File: config.mk
export PLATFORM = sky130hd
export DESIGN_NAME = mips_run_controller
export DESIGN_NICKNAME = d
export VERILOG_FILES = /design/src/rtl/mips_env_pkg.sv /design/src/rtl/reset_sync.sv /design/src/rtl/mips_run_controller.sv
export SDC_FILE = /design/constraint.sdc
export NUM_CORES = 1
export LEC_CHECK = 0
export BUFFER_PORTS_ARGS = -buffer_cell sky130_fd_sc_hd__buf_2
export CAP_MARGIN = 20
export CORE_MARGIN = 2
export CORE_UTILIZATION = 63
export CTS_BUF_LIST = sky130_fd_sc_hd__clkbuf_4
export DETAILED_ROUTE_END_ITERATION = 7
export PLACE_DENSITY = 0.85
export SKIP_CTS_REPAIR_TIMING = 1
export SYNTH_ARGS = -nofsm -noshare
export SYNTH_HDL_FRONTEND = slang
export SYNTH_SLANG_ARGS = --single-unit
File: constraint.sdc
create_clock -name clk -period 5.7 [get_ports clk]
set_clock_uncertainty 0.15 [all_clocks]
set_input_delay 0.855 -clock clk [delete_from_list [all_inputs] [get_ports clk]]
set_output_delay 0.855 -clock clk [all_outputs]
set_load 0.01 [all_outputs]
File: src/rtl/mips_env_pkg.sv
// Shared definitions for the MIPS run-controller environment.
//   run_state_t : run-controller FSM state encoding (3 bits)
//   CTR_W       : width of the shared hold/stagger down-counter
package mips_env_pkg;

    localparam int CTR_W = 8;

    typedef enum logic [2:0] {
        ST_IDLE    = 3'd0,
        ST_HOLD    = 3'd1,
        ST_RELEASE = 3'd2,
        ST_RUN     = 3'd3,
        ST_DONE    = 3'd4
    } run_state_t;

endpackage

File: src/rtl/reset_sync.sv
// Two-flop reset synchroniser: asserts asynchronously, deasserts on the
// second rising clock edge after the input is released.
//   clk         : destination clock
//   async_rst_n : active-low asynchronous reset input
//   sync_rst_n  : active-low reset, deassertion aligned to clk
module reset_sync (
    input  logic clk,
    input  logic async_rst_n,
    output logic sync_rst_n
);

    logic meta_reg;
    logic sync_reg;

    always_ff @(posedge clk or negedge async_rst_n) begin
        if (!async_rst_n) begin
            meta_reg <= 1'b0;
            sync_reg <= 1'b0;
        end else begin
            meta_reg <= 1'b1;
            sync_reg <= meta_reg;
        end
    end

    assign sync_rst_n = sync_reg;

endmodule

File: src/rtl/mips_run_controller.sv
// Run controller for one or more MIPSpipeline cores: holds all core resets
// asserted, releases them one by one with a fixed stagger, counts run cycles
// against a programmable budget, then freezes the cores and flags completion.
//   clk         : single clock, all state on rising edge
//   reset       : asynchronous active-low reset (synchronised release)
//   start       : begin a run (accepted in IDLE and DONE)
//   halt_req    : end the run early (accepted in HOLD, RELEASE, RUN)
//   cycle_limit : run budget in cycles, 0 = unlimited, latched on start
//   ch_rst      : active-high reset per downstream core
//   running     : high while in RUN
//   done        : high while in DONE
//   cycle_count : RUN cycles elapsed in the current/last run (saturating)
module mips_run_controller
    import mips_env_pkg::*;
#(
    parameter int NUM_CH      = 2,
    parameter int HOLD_CYCLES = 4,
    parameter int STAGGER     = 2,
    parameter int CNT_W       = 32
) (
    input  logic              clk,
    input  logic              reset,
    input  logic              start,
    input  logic              halt_req,
    input  logic [CNT_W-1:0]  cycle_limit,
    output logic [NUM_CH-1:0] ch_rst,
    output logic              running,
    output logic              done,
    output logic [CNT_W-1:0]  cycle_count
);

    localparam logic [CTR_W-1:0]  HOLD_LOAD = CTR_W'(HOLD_CYCLES - 1);
    localparam logic [CTR_W-1:0]  STAG_LOAD = (STAGGER == 0) ? '0 : CTR_W'(STAGGER - 1);
    localparam logic [NUM_CH-1:0] ALL_RST   = '1;
    // First RELEASE cycle frees channel 0, or every channel when there is no stagger.
    localparam logic [NUM_CH-1:0] FIRST_REL = (STAGGER == 0) ? '0 : (ALL_RST << 1);

    logic              rst_sync_n;
    run_state_t        state_reg, state_next;
    logic [CTR_W-1:0]  ctr_reg, ctr_next;
    logic [NUM_CH-1:0] ch_rst_reg, ch_rst_next;
    logic              running_reg, running_next;
    logic              done_reg, done_next;
    logic [CNT_W-1:0]  count_reg, count_next;
    logic [CNT_W-1:0]  limit_reg, limit_next;
    logic              limit_hit;
    logic              count_sat;

    reset_sync u_reset_sync (
        .clk         (clk),
        .async_rst_n (reset),
        .sync_rst_n  (rst_sync_n)
    );

    // Current RUN cycle is the last one allowed by a non-zero budget.
    assign limit_hit = (limit_reg != '0) && (count_reg == (limit_reg - 1'b1));
    assign count_sat = &count_reg;

    always_ff @(posedge clk or negedge rst_sync_n) begin
        if (!rst_sync_n) begin
            state_reg <= ST_IDLE;
        end else begin
            state_reg <= state_next;
        end
    end

    always_comb begin
        state_next = state_reg;
        case (state_reg)
            ST_IDLE, ST_DONE: begin
                if (start) state_next = ST_HOLD;
            end
            ST_HOLD: begin
                if (halt_req)             state_next = ST_DONE;
                else if (ctr_reg == '0)   state_next = ST_RELEASE;
            end
            ST_RELEASE: begin
                // Leaves once the shifted release mask has freed every channel.
                if (halt_req)             state_next = ST_DONE;
                else if (ch_rst_reg == '0) state_next = ST_RUN;
            end
            ST_RUN: begin
                if (halt_req || limit_hit) state_next = ST_DONE;
            end
            default: state_next = ST_IDLE;
        endcase
    end

    always_comb begin
        ctr_next     = ctr_reg;
        ch_rst_next  = ALL_RST;
        count_next   = count_reg;
        limit_next   = limit_reg;
        running_next = (state_next == ST_RUN);
        done_next    = (state_next == ST_DONE);
        case (state_next)
            ST_HOLD: begin
                if (state_reg != ST_HOLD) begin
                    ctr_next   = HOLD_LOAD;
                    count_next = '0;
                    limit_next = cycle_limit;
                end else begin
                    ctr_next = ctr_reg - 1'b1;
                end
            end
            ST_RELEASE: begin
                // The down-counter times each stagger interval; on expiry the
                // mask shifts left, releasing the next channel.
                if (state_reg != ST_RELEASE) begin
                    ch_rst_next = FIRST_REL;
                    ctr_next    = STAG_LOAD;
                end else if (ctr_reg == '0) begin
                    ch_rst_next = ch_rst_reg << 1;
                    ctr_next    = STAG_LOAD;
                end else begin
                    ch_rst_next = ch_rst_reg;
                    ctr_next    = ctr_reg - 1'b1;
                end
            end
            ST_RUN: begin
                ch_rst_next = '0;
            end
            default: ;
        endcase
        // Every RUN cycle is counted, including the one that ends the run.
        if ((state_reg == ST_RUN) && !count_sat) begin
            count_next = count_reg + 1'b1;
        end
    end

    always_ff @(posedge clk or negedge rst_sync_n) begin
        if (!rst_sync_n) begin
            ctr_reg     <= '0;
            ch_rst_reg  <= ALL_RST;
            running_reg <= 1'b0;
            done_reg    <= 1'b0;
            count_reg   <= '0;
            limit_reg   <= '0;
        end else begin
            ctr_reg     <= ctr_next;
            ch_rst_reg  <= ch_rst_next;
            running_reg <= running_next;
            done_reg    <= done_next;
            count_reg   <= count_next;
            limit_reg   <= limit_next;
        end
    end

    assign ch_rst      = ch_rst_reg;
    assign running     = running_reg;
    assign done        = done_reg;
    assign cycle_count = count_reg;

endmodule

==> impl_summary.log <==
INFO  metric floorplan.core_area = 7331 µm²
INFO  metric synth_area_leaders = dfrtp_1 (41%), nand2_1 (10%), xor2_1 (5.1%)
INFO  metric min_from = u_reset_sync.meta_reg
INFO  metric power_density = 391.1 nW/µm²
INFO  metric drc = 0
INFO  metric cts_buffers = 9
INFO  metric num-nets-final = 663
INFO  metric synth_top_cell_area_share = 41.23%
INFO  metric dp_cells = 708
INFO  metric rrSetupSlack = 2.30 ns
INFO  metric cts_tree = done
INFO  metric achievable-frequency = 0.2943 GHz
INFO  metric gr-usage-met3 = 5.145%
INFO  metric worstHoldEndpoint = u_reset_sync.sync_rst_n
INFO  metric stdcell_count = 727
INFO  metric die_width = 91.24 µm
INFO  metric hold_path_depth = 0
INFO  metric grt_overflow = 0
INFO  metric die-area = 8325 µm²
INFO  metric critPathLaunchType = register
INFO  metric area_delta_synth_final = 12.00%
INFO  metric place.gp.congestion = 0.9442
INFO  metric antenna_found_initial = 0
INFO  metric gr-usage-met1 = 41.60%
INFO  metric reg2reg_from = limit_reg[0]
INFO  metric detailed_place.area = 5184 µm²
INFO  metric firstDrtPassIters = 6
INFO  metric post_route_cells_drive_above_1_share = 17.68%
INFO  metric p_sw_share = 41.40%
INFO  metric outcome = finished clean
INFO  metric floorplan.io_pins = 72
INFO  metric crit_path_max_fanout = 6
INFO  metric synth.net_count = 600
INFO  metric worst_setup_path_end_kind = register
INFO  metric r2r-end = state_reg[0]
INFO  metric synth-seq-area-share = 42.33%
INFO  metric worst_r2r_path_depth = 10
INFO  metric post_synth_instance_area = 4795 µm²
INFO  metric post_drt_via_cell_ratio = 5.996
INFO  metric synthesis.yosys.warnings = 0
INFO  metric post_drt_wl_per_cell = 17.07 µm
INFO  metric antennaDiodeCount = 0
INFO  metric route.vias.total = 4359
INFO  metric synthesis.instances = 560
INFO  metric power_report.internal_total = 1.231 mW
INFO  metric share_clk_of_total_power = 18.7%
INFO  metric postSynth.asyncResetShare = 100.0%
INFO  metric clkTransAtPathRegs = 0.14 ns
INFO  metric peak_usage_layer_in_the_global_routing_report = met2
INFO  metric synth_enable_flop_cells = 0
INFO  metric drt-total-wl = 12410 µm
INFO  metric yosys.area.top_type = dfrtp_1
INFO  metric vdd.ir_drop.worst = 0.2721 mV
INFO  metric initial_utilization = 65.40%
INFO  metric post_synth_num_cell_types = 60
INFO  metric final_total_power = 2.100 mW
INFO  metric max_slew.worst_pin.slew = 1.008 ns
INFO  metric synth.top_cells.by_count = nand2_1 (133), dfrtp_1 (79), nor2_1 (37)
INFO  metric groute.layer.met2.usage = 49.69%
INFO  metric row_count = 31
INFO  metric clkSinkCount = 81
INFO  metric cts-root-buf = clkbuf_4
INFO  metric port_buffers = 71
INFO  metric synthMostInstantiatedCell = nand2_1
INFO  metric latest_clock_arrival_within_the_worst_skew_pair = 0.44 ns
INFO  metric post_synth.cell_area_avg = 8.562 µm²
INFO  metric leakage = 2.573 nW
INFO  metric sequentialPowerShare = 45.2%
INFO  metric chipHeight = 91.24 µm
INFO  metric crit_type = register to register
INFO  metric hp-class = register to register
INFO  metric hold-worst-slack = 0.2300 ns
INFO  metric globalRouteTotalUtil = 30.73%
INFO  metric grt_pass1_vias = 4187
INFO  metric first_pass_grt_wire_length = 20490 µm
INFO  metric max_cap_viol_count = 0
INFO  metric dp_hpwl = 9013 µm
INFO  metric detail_route.iter0.violations = 354
INFO  metric ant_nets = 0
INFO  metric h-tree-depth = 3
INFO  metric grt_max_degree = 80
INFO  metric postSynthRegisterBits = 81
INFO  metric timing.final.crit_share = 59.62%
INFO  metric finalCriticalPeriod = 3.398 ns
INFO  metric power_frac_comb = 36.1%
INFO  metric timing.setup.tns = 0 ns
INFO  metric slew_violations = 0
INFO  metric grt_setup_unrepaired = false
INFO  metric synth_flop_cell = dfrtp_1
INFO  metric cts_max_path_buffers = 2
INFO  metric hold_viol_final = 0
INFO  metric worst-endpoint-required = 5.83 ns
INFO  metric worst_slew_margin_rel = 32.82%
INFO  metric setup_viol = 0
INFO  metric p_sw = 0.8695 mW
INFO  metric design_area = 5370 µm²
INFO  metric timing.critical_path.arrival = 3.53 ns
## routing by layer
| metal | routed length, µm | vias up |
|---|---|---|
| met5 | 0 | - |
| met4 | 354 | 0 |
| met3 | 726 | 38 |
| met2 | 5975 | 170 |
| met1 | 5351 | 2061 |
| li1 | - | 2090 |
## how the worst max path moves through the flow
| stage | start | endpoint | cells after the start |
|---|---|---|---|
| floorplan | limit_reg[0] | state_reg[0] | 11 |
| global placement | cycle_count[0] | cycle_count[25] | 9 |
| detailed placement | cycle_count[0] | cycle_count[25] | 9 |
| CTS | cycle_count[0] | cycle_count[25] | 9 |
| global route | limit_reg[0] | state_reg[0] | 10 |
| finish | limit_reg[0] | state_reg[0] | 10 |
## power by group through the flow
stage	Combinational, mW	Sequential, mW	Clock, mW
floorplan	0.638	0.874	0
global placement	0.727	0.948	0
detailed placement	0.747	0.956	0
CTS	0.752	0.945	0.398
global route	0.851	0.978	0.420
finish	0.758	0.950	0.392
## worst max-delay path, stage by stage, from the launching register on
cell and delay (ns):
dfrtp_1 0.45, inv_1 0.09, ha_1 0.19, or3b_2 0.57
nor4_4 0.37, a21oi_1 0.13, a2111oi_0 0.30, nand4_1 0.20
a2111oi_2 0.48, a21bo_4 0.22, nand4_1 0.09
## kinds of logic (layout without fill, tap and decap cells)
kind of cell    Yosys count  after routing  synth area share (%)
mux                       7              7                 1.461
fa+ha+maj                 4              4                 1.044
other cells               1              1               0.07821
flops                    81             81                 42.33
compound gates           80             80                 11.20
simple gates            300            300                 30.95
buf+inv                  33            101                 3.079
xor+xnor                 54             54                 9.864
## cells in the final DEF (no fill, tap or decap), types with 3 or more instances in the layout
cell type  instances
nor2b_1            3
or4_1              5
nor4_2             3
nand3b_1           3
or2_2              3
nand4_1           17
o211ai_1           4
a2111oi_0          3
nor2_1            37
o21a_1             3
o41ai_1            3
nand3_1           24
a21oi_1            9
nand2_1          133
mux2i_1            7
or3_1              9
and3_1             6
ha_1               4
xnor2_1           26
nor4_1             7
nor3_1            22
clkbuf_4          11
inv_1              9
xor2_1            28
a31oi_1            4
buf_4              3
and4_1             5
buf_2             72
nand2b_1           6
dfrtp_1           78
o21ai_0           28
nor3b_1            3
o31ai_1            6
## per-stage QoR
| stage | util [%] | setup WS (ns) |
|---|---|---|
| detailed placement | 70.71 | 2.235 |
| floorplan | - | 2.792 |
| global placement | 70.71 | 2.417 |
| global route | 73.25 | 2.138 |
| finish | 73.25 | 2.302 |
| CTS | 72.95 | 2.246 |
## final cells by class
class | instances | area (µm²)
Tap cell | 99 | 123.9
Inverter | 9 | 33.78
Timing Repair Buffer | 76 | 392.9
Clock buffer | 11 | 82.58
Fill cell | 573 | 1961
Multi-Input combinational cell | 446 | 2623
Clock inverter | 5 | 81.33
Sequential cell | 81 | 2033
No activity file was read; power rests on OpenSTA's default activity.
